**src/rtl/prog_loader.sv**
```systemverilog
// prog_loader: receives a byte stream (count, hi/lo word pairs, XOR checksum)
// and writes the assembled 16-bit words to program memory from address 0.
// It holds the CPU in reset while loading and flags checksum or timeout errors.
module prog_loader #(
  parameter int DataWidth = 8,
  parameter int PC_WIDTH  = 8,
  parameter int IRWidth   = 16,
  parameter int TIMEOUT   = 1023
) (
  input  logic                 clk,
  input  logic                 res,
  input  logic                 start,
  input  logic [DataWidth-1:0] in_data,
  input  logic                 in_valid,
  output logic                 in_ready,
  output logic                 mem_wr_en,
  output logic [PC_WIDTH-1:0]  mem_wr_adr,
  output logic [IRWidth-1:0]   mem_wr_data,
  output logic                 cpu_hold,
  output logic                 busy,
  output logic                 done,
  output logic                 err
);

  localparam int IdleW = $clog2(TIMEOUT + 1);

  typedef enum logic [2:0] {
    S_IDLE,
    S_LEN,
    S_HI,
    S_LO,
    S_CHK,
    S_ERR
  } state_t;

  state_t               r_state;
  state_t               w_next;
  logic                 w_active;
  logic                 w_accept;
  logic                 w_timeout;
  logic                 w_last;
  logic                 w_chk_ok;

  logic [8:0]           r_cnt;
  logic [DataWidth-1:0] r_hi;
  logic [DataWidth-1:0] r_chk;
  logic [PC_WIDTH-1:0]  r_adr;
  logic [IdleW-1:0]     r_idle;
  logic                 r_wr_en;
  logic [PC_WIDTH-1:0]  r_wr_adr;
  logic [IRWidth-1:0]   r_wr_data;
  logic                 r_hold;
  logic                 r_done;

  // State register; reset aborts any load in progress.
  always_ff @(posedge clk or posedge res) begin
    if (res) r_state <= S_IDLE;
    else     r_state <= w_next;
  end

  // Next-state decode: handshake, last-word detection, checksum and idle timeout.
  always_comb begin
    w_next    = r_state;
    w_active  = (r_state == S_LEN) || (r_state == S_HI) ||
                (r_state == S_LO)  || (r_state == S_CHK);
    w_accept  = w_active && in_valid;
    w_timeout = w_active && !w_accept && (r_idle == IdleW'(TIMEOUT - 1));
    w_last    = (r_cnt == 9'd1);
    w_chk_ok  = (in_data == r_chk);
    unique case (r_state)
      S_IDLE, S_ERR: if (start) w_next = S_LEN;
      S_LEN:         if (w_accept) w_next = S_HI;
      S_HI:          if (w_accept) w_next = S_LO;
      S_LO:          if (w_accept) w_next = w_last ? S_CHK : S_HI;
      S_CHK:         if (w_accept) w_next = w_chk_ok ? S_IDLE : S_ERR;
      default:       w_next = S_IDLE;
    endcase
    if (w_timeout) w_next = S_ERR;
  end

  // Datapath: word assembly, running checksum, address/count and write strobe.
  always_ff @(posedge clk or posedge res) begin
    if (res) begin
      r_cnt     <= '0;
      r_hi      <= '0;
      r_chk     <= '0;
      r_adr     <= '0;
      r_idle    <= '0;
      r_wr_en   <= 1'b0;
      r_wr_adr  <= '0;
      r_wr_data <= '0;
      r_hold    <= 1'b0;
      r_done    <= 1'b0;
    end else begin
      r_wr_en <= 1'b0;
      r_done  <= 1'b0;
      // The idle counter only runs while a load is waiting for a byte.
      if (w_active && !w_accept) r_idle <= r_idle + IdleW'(1);
      else                       r_idle <= '0;
      unique case (r_state)
        S_IDLE, S_ERR: begin
          if (start) begin
            r_adr  <= '0;
            r_chk  <= '0;
            r_hold <= 1'b1;
          end
        end
        S_LEN: begin
          // A count byte of zero encodes a full 256-word program.
          if (w_accept) r_cnt <= (in_data == '0) ? 9'd256 : 9'(in_data);
        end
        S_HI: begin
          if (w_accept) begin
            r_hi  <= in_data;
            r_chk <= r_chk ^ in_data;
          end
        end
        S_LO: begin
          if (w_accept) begin
            r_chk     <= r_chk ^ in_data;
            r_wr_en   <= 1'b1;
            r_wr_adr  <= r_adr;
            r_wr_data <= {r_hi, in_data};
            r_adr     <= r_adr + PC_WIDTH'(1);
            r_cnt     <= r_cnt - 9'd1;
          end
        end
        S_CHK: begin
          // A bad checksum leaves the CPU held: the program in memory is invalid.
          if (w_accept && w_chk_ok) begin
            r_done <= 1'b1;
            r_hold <= 1'b0;
          end
        end
        default: ;
      endcase
    end
  end

  assign in_ready    = w_active;
  assign busy        = w_active;
  assign err         = (r_state == S_ERR);
  assign mem_wr_en   = r_wr_en;
  assign mem_wr_adr  = r_wr_adr;
  assign mem_wr_data = r_wr_data;
  assign cpu_hold    = r_hold;
  assign done        = r_done;

endmodule

```
**config.mk**
```make
export PLATFORM = sky130hd
export DESIGN_NAME = prog_loader
export DESIGN_NICKNAME = d
export VERILOG_FILES = /design/src/rtl/prog_loader.sv
export SDC_FILE = /design/constraint.sdc
export NUM_CORES = 1
export LEC_CHECK = 0
export ABC_AREA = 1
export CORE_MARGIN = 5
export CORE_UTILIZATION = 60
export CTS_CLUSTER_DIAMETER = 50
export DETAILED_ROUTE_END_ITERATION = 10
export MAX_ROUTING_LAYER = met4
export PLACE_DENSITY_LB_ADDON = 0.15
export SLEW_MARGIN = 40
export SYNTH_ARGS = -nofsm -noshare
export SYNTH_HDL_FRONTEND = slang
export SYNTH_SLANG_ARGS = --single-unit
```
**constraint.sdc**
```tcl
create_clock -name clk -period 5.1 [get_ports clk]
set_input_delay 1.53 -clock clk [delete_from_list [all_inputs] [get_ports clk]]
set_output_delay 1.53 -clock clk [all_outputs]
set_load 0.01 [all_outputs]
```
# --- Yosys cells after proc, flatten, opt, wreduce, memory -nomap -nowiden ---
# Cells that the tools add are included.
word_totals:
  ff_bits: 73
  input_bits: 12
  wordCells: 82
op_classes:
  addsub: 3
  n_eq_ne: 18
  mux: 26
  bitwise: 1
  reduce_logical: 23
ops:
  columns: ["cell", "count"]
  rows:
  - ["one-hot mux 8 bit (2 select lines)", 2]
  - ["two-way mux 9 bit", 3]
  - ["two-way mux 3 bit", 8]
  - ["two-way mux 8 bit", 3]
  - ["one-hot mux 9 bit (2 select lines)", 1]
  - ["!= test 3 bit (second input constant)", 5]
  - ["one-hot mux 3 bit (5 select lines)", 1]
  - ["AND reduction 3 bit", 4]
  - ["adder 10 x 1 -> 10 bit (second input constant)", 1]
  - ["equality test 10 bit (second input constant)", 1]
  - ["two-way mux 10 bit", 1]
  - ["equality test 9 x 1 -> 1 bit (second input constant)", 1]
  - ["subtractor 9 x 1 -> 9 bit (second input constant)", 1]
  - ["adder 8 x 1 -> 8 bit (second input constant)", 1]
  - ["equality test 8 bit", 1]
  - ["zero test 8 bit", 1]
  - ["nonzero test 2 bit", 4]
  - ["XOR 8 bit", 1]
  - ["equality test 3 x 2 -> 1 bit (second input constant)", 2]
  - ["equality test 3 bit (second input constant)", 2]
  - ["two-way mux 1 bit", 6]
  - ["!= test 2 bit (second input constant)", 3]
  - ["AND reduction 5 bit", 1]
  - ["logical AND 1 bit", 4]
  - ["other kinds (8)", 13]

# --- Logic depth before layout (Yosys ltp) ---
depth:
  ltp_word: 10
  ltp_mapped: 10

# --- Worst setup path before layout ---
# Ideal clock, no wire load.
synth_path:
  path_type: "flip-flop to output port"
  startpoint: "reg r_state[0]"
  endpoint: "out in_ready"
  t_arrival_ns: 0.955
  setup_slack_ns: 2.615
  path_stages_with_launch: 5
  n_path_buf: 2
  cell_sequence: "dfrtp_1 buf_6 o21ai_2 nand2_1 buf_4"
synth_via:
  elab_chain_len: 4
  elab_cells_between_ends: 7
  classes_between: "4 x eq/ne; 3 x reduce/logical"
synth_rtl:
  columns: ["element", "line", "source"]
  rows:
  - ["from (decl)", "36", "state_t r_state;"]
  - ["from (signal assigned)", "58", "else r_state <= w_next;"]
  - ["equality test 3 x 1 -> 1 bit or equality test 3 x 2 -> 1 bit (tied branches)", "64", "w_active = (r_state == S_LEN) || (r_state == S_HI) ||"]
  - ["logical OR 1 bit (2 in a row)", "64", null]
  - ["logical OR 1 bit (*)", "65", "(r_state == S_LO) || (r_state == S_CHK);"]
  - ["to (decl)", "15", "output logic in_ready,"]
# Every way passes the cells marked *; elsewhere a longest branch is shown, timed or not.

# --- Final worst setup path ---
layout_path:
  startpoint: "reg r_state[1]"
  endpoint: "out busy"
layout_via:
  elab_chain_len: 4
  elab_cells_between_ends: 7
  classes_between: "4 x eq/ne; 3 x reduce/logical"
layout_rtl:
  columns: ["element", "line", "source"]
  rows:
  - ["equality test 3 x 1 -> 1 bit or equality test 3 x 2 -> 1 bit (tied branches)", "64", null]
  - ["logical OR 1 bit (2 in a row)", "64", null]
  - ["logical OR 1 bit (*)", "65", null]
  - ["to (decl)", "20", "output logic busy,"]
# Marks and branches as above.

==> results.toml <==
[die]
row_count = 28
dieArea_um2 = 7650
die_w_um = 87.5
core_um2 = 5890
ios = 42
fp.dieH_um = 87.5
start_util = 0.612

[worst_setup_path]
max_stage_delay_ns = 0.55
crit_slowest_cell = "dfrtp_1"
crit_path_cell_trace = "nor2_1 -> nand2_1 -> nand2_1 -> clkdlybuf4s50_1"
path_delay_family = "flip-flops"
startpoint_type = "flip-flop"
critPathBufInv = 1
cp-end-kind = "output pin"
worst-setup-path-type = "reg -> out"
critPathMaxFanout = 9
cp.required_ns = 3.57
r2r_slack_ns = 3.12
path_common_cell = "nand2_1"
cp_data_arrival_time_ns = 1.81

[global_routing]
overflow = 0
grt_max_degree = 46
grt_usage = 0.237
grt_pass1_vias = 2980
grt_pass1_wl_mm = 13.8
antenna_found_initial = 0

[sta]
fin_setup_tns_ns = 0
finalHoldViolations = 0
slew_headroom = 0.608
worstMarginPinSlew_ns = 0.588
setup_violations = 0
period_share = 0.655
max_freq_mhz = 299
drv_slew = 0
rsz0062_at_grt = "no"
period_needed_ns = 3.34
hold-worst-slack_ns = 0.474
finClkSkew_ns = 0.00713

[final_layout]
final_cell_mix = "nand2_1 (147), dfrtp_1 (73), inv_1 (53), o21ai_0 (45), clkdlybuf4s50_1 (41)"
area.growth.synth_to_final_pct = 18.0
layout_commonest_cell = "nand2_1"
layout-drive-gt1-share = 0.0675
final_area_um2 = 4250
fin_nets = 516
diodes = 0

[clock_network]
cts_buffers = 9
clk_pin_slew_ns = 0.08
insertion_delay_ns = 0.34
cts_setup_buffers = 0
cts_sinks = 73
cts_tree = "yes"
cts-hold-fix-buffers = 0
cts_buffer_depth = 2
root_buffer = "clkbuf_8"
cts_resized = 0
htree_num_levels = 3

[flow_run]
max_cap_viol_count = 0

[pwr]
p_sw_uw = 956
pwr-share-comb = 0.401
powerDensity_nw_per_um2 = 567
p_leak_nw = 2.11
internal-power_mw = 1.45
p_clk_frac = 0.197
switching_share = 0.397
vdd_drop_max_uv = 304
pwr-share-seq = 0.402

[detailed_routing]
wl_per_cell_um = 13.8
wl_mm = 7.97
vias = 3108
dr.pass1.iters = 5
drc = 0
drt_iter0_drc = 198
drtAntennaViolNets = 0
vias_per_cell = 5.37

[synth]
ys_warn_count = 0
yosys.area_share.simple = 0.283
ys_types = 33
synth_cells = 456
synthXorXnorAreaFrac = 0.00243
synth_top_family_by_area = "simple AND/OR/NAND/NOR gates"
synthAdderAreaFrac = 0.0174
seq_area_frac_synth = 0.507
synth_area_per_cell_um2 = 7.90
mappedNetlistArea_um2 = 3600
syn-num-nets = 473
synthMuxAreaShare = 0
synth_seq_cells = 73
synth_compound_area_frac = 0.105

[place]
port_buffers = 41
post_dp_cell_area_um2 = 4040
place_hpwl_mm = 5.78
place_congestion = 0.913

[hold_path]
hp-class = "reg -> reg"

[outcome]
status = "complete, no violations"
[Yosys cell counts]
master,instances,share of area
inv_4,1,0.0017
nand3_1,25,0.035
buf_6,5,0.016
inv_2,3,0.0031
o22ai_1,1,0.0017
o21ai_0,45,0.063
clkbuf_1,1,0.0010
and3_1,2,0.0035
nor2_1,34,0.035
dfrtp_1,73,0.51
nor2_2,2,0.0035
nor3b_1,1,0.0021
nand2_2,2,0.0035
o211ai_1,1,0.0021
nand3_2,1,0.0028
o21ai_1,2,0.0028
nand4_1,10,0.017
nand3_4,1,0.0049
inv_1,54,0.056
a21boi_0,1,0.0021
nor2_4,1,0.0031
ha_1,5,0.017
nor3_1,8,0.011
o21a_1,1,0.0021
nand2_1,147,0.15
buf_4,1,0.0021
o21ai_2,2,0.0049
and2_1,1,0.0017
a21oi_1,16,0.022
xor2_1,1,0.0024
a22oi_1,2,0.0042
buf_2,4,0.0056
nand2_4,2,0.0063
[sequential cells by signal (all words and copies together), names as in the netlist]
signal,count
r_chk,8
mem_wr_data,16
r_state,3
r_adr,8
done,1
r_hi,8
r_idle,10
mem_wr_en,1
mem_wr_adr,8
cpu_hold,1
r_cnt,9
[cell families (layout without fill, tap and decap cells)]
family,Yosys count,in the layout
simple gates,237,237
flops,73,73
compound gates,71,71
buf+inv,69,117
fa+ha+maj,5,5
xor+xnor,1,1
[layer usage]
metal  vias up  track usage  share of wire
li1       1540            -              -
met1      1475        0.320           0.46
met2        82        0.358           0.48
met3        11       0.0378          0.051
met4         0       0.0962          0.013
met5         -            -              0
[layout make-up]
cell class	count	area (um2)
sequential	73	1830
clock buffer	11	151
tap	75	93.8
fill	477	1640
clock inverter	5	62.6
multi-input combinational	314	1470
inverter	58	223
timing repair buffer	43	425
[metrics by stage]
stage	std cells	power (mW)	utilization	worst slack, ns
2_1_floorplan	456	1.60	-	1.72
3_3_place_gp	563	1.90	0.685	1.85
3_5_place_dp	563	1.94	0.686	1.76
4_1_cts	579	2.42	0.722	1.74
5_1_grt	579	2.60	0.722	1.67
6_report	579	2.41	0.722	1.76
[worst paths after layout]
path                                     start              to  cells past startpoint
worst max-delay path                r_state[1]            busy                      4
worst max register to register      r_state[1]        r_adr[7]                      6
worst min-delay path            mem_wr_data[9]  mem_wr_data[9]                      2
worst min register to register  mem_wr_data[9]  mem_wr_data[9]                      2
min in group asynchronous                  res       r_idle[0]                      2
max in group asynchronous                  res         r_hi[6]                      3
[tightest hold or removal path, cell delays in order (launching register included)]
cell     delay (ns)
dfrtp_1        0.35
nand2_1        0.05
nand2_1        0.04
[power groups by stage]
stage          Clock, mW  Sequential, mW  Combinational (mW)
6_report           0.475           0.970               0.966
5_1_grt            0.504            1.00                1.10
4_1_cts            0.480           0.969               0.974
3_5_place_dp           0           0.973               0.970
3_3_place_gp           0           0.969               0.935
2_1_floorplan          0           0.960               0.639
Note: power is estimated with default switching activity, not from simulation.
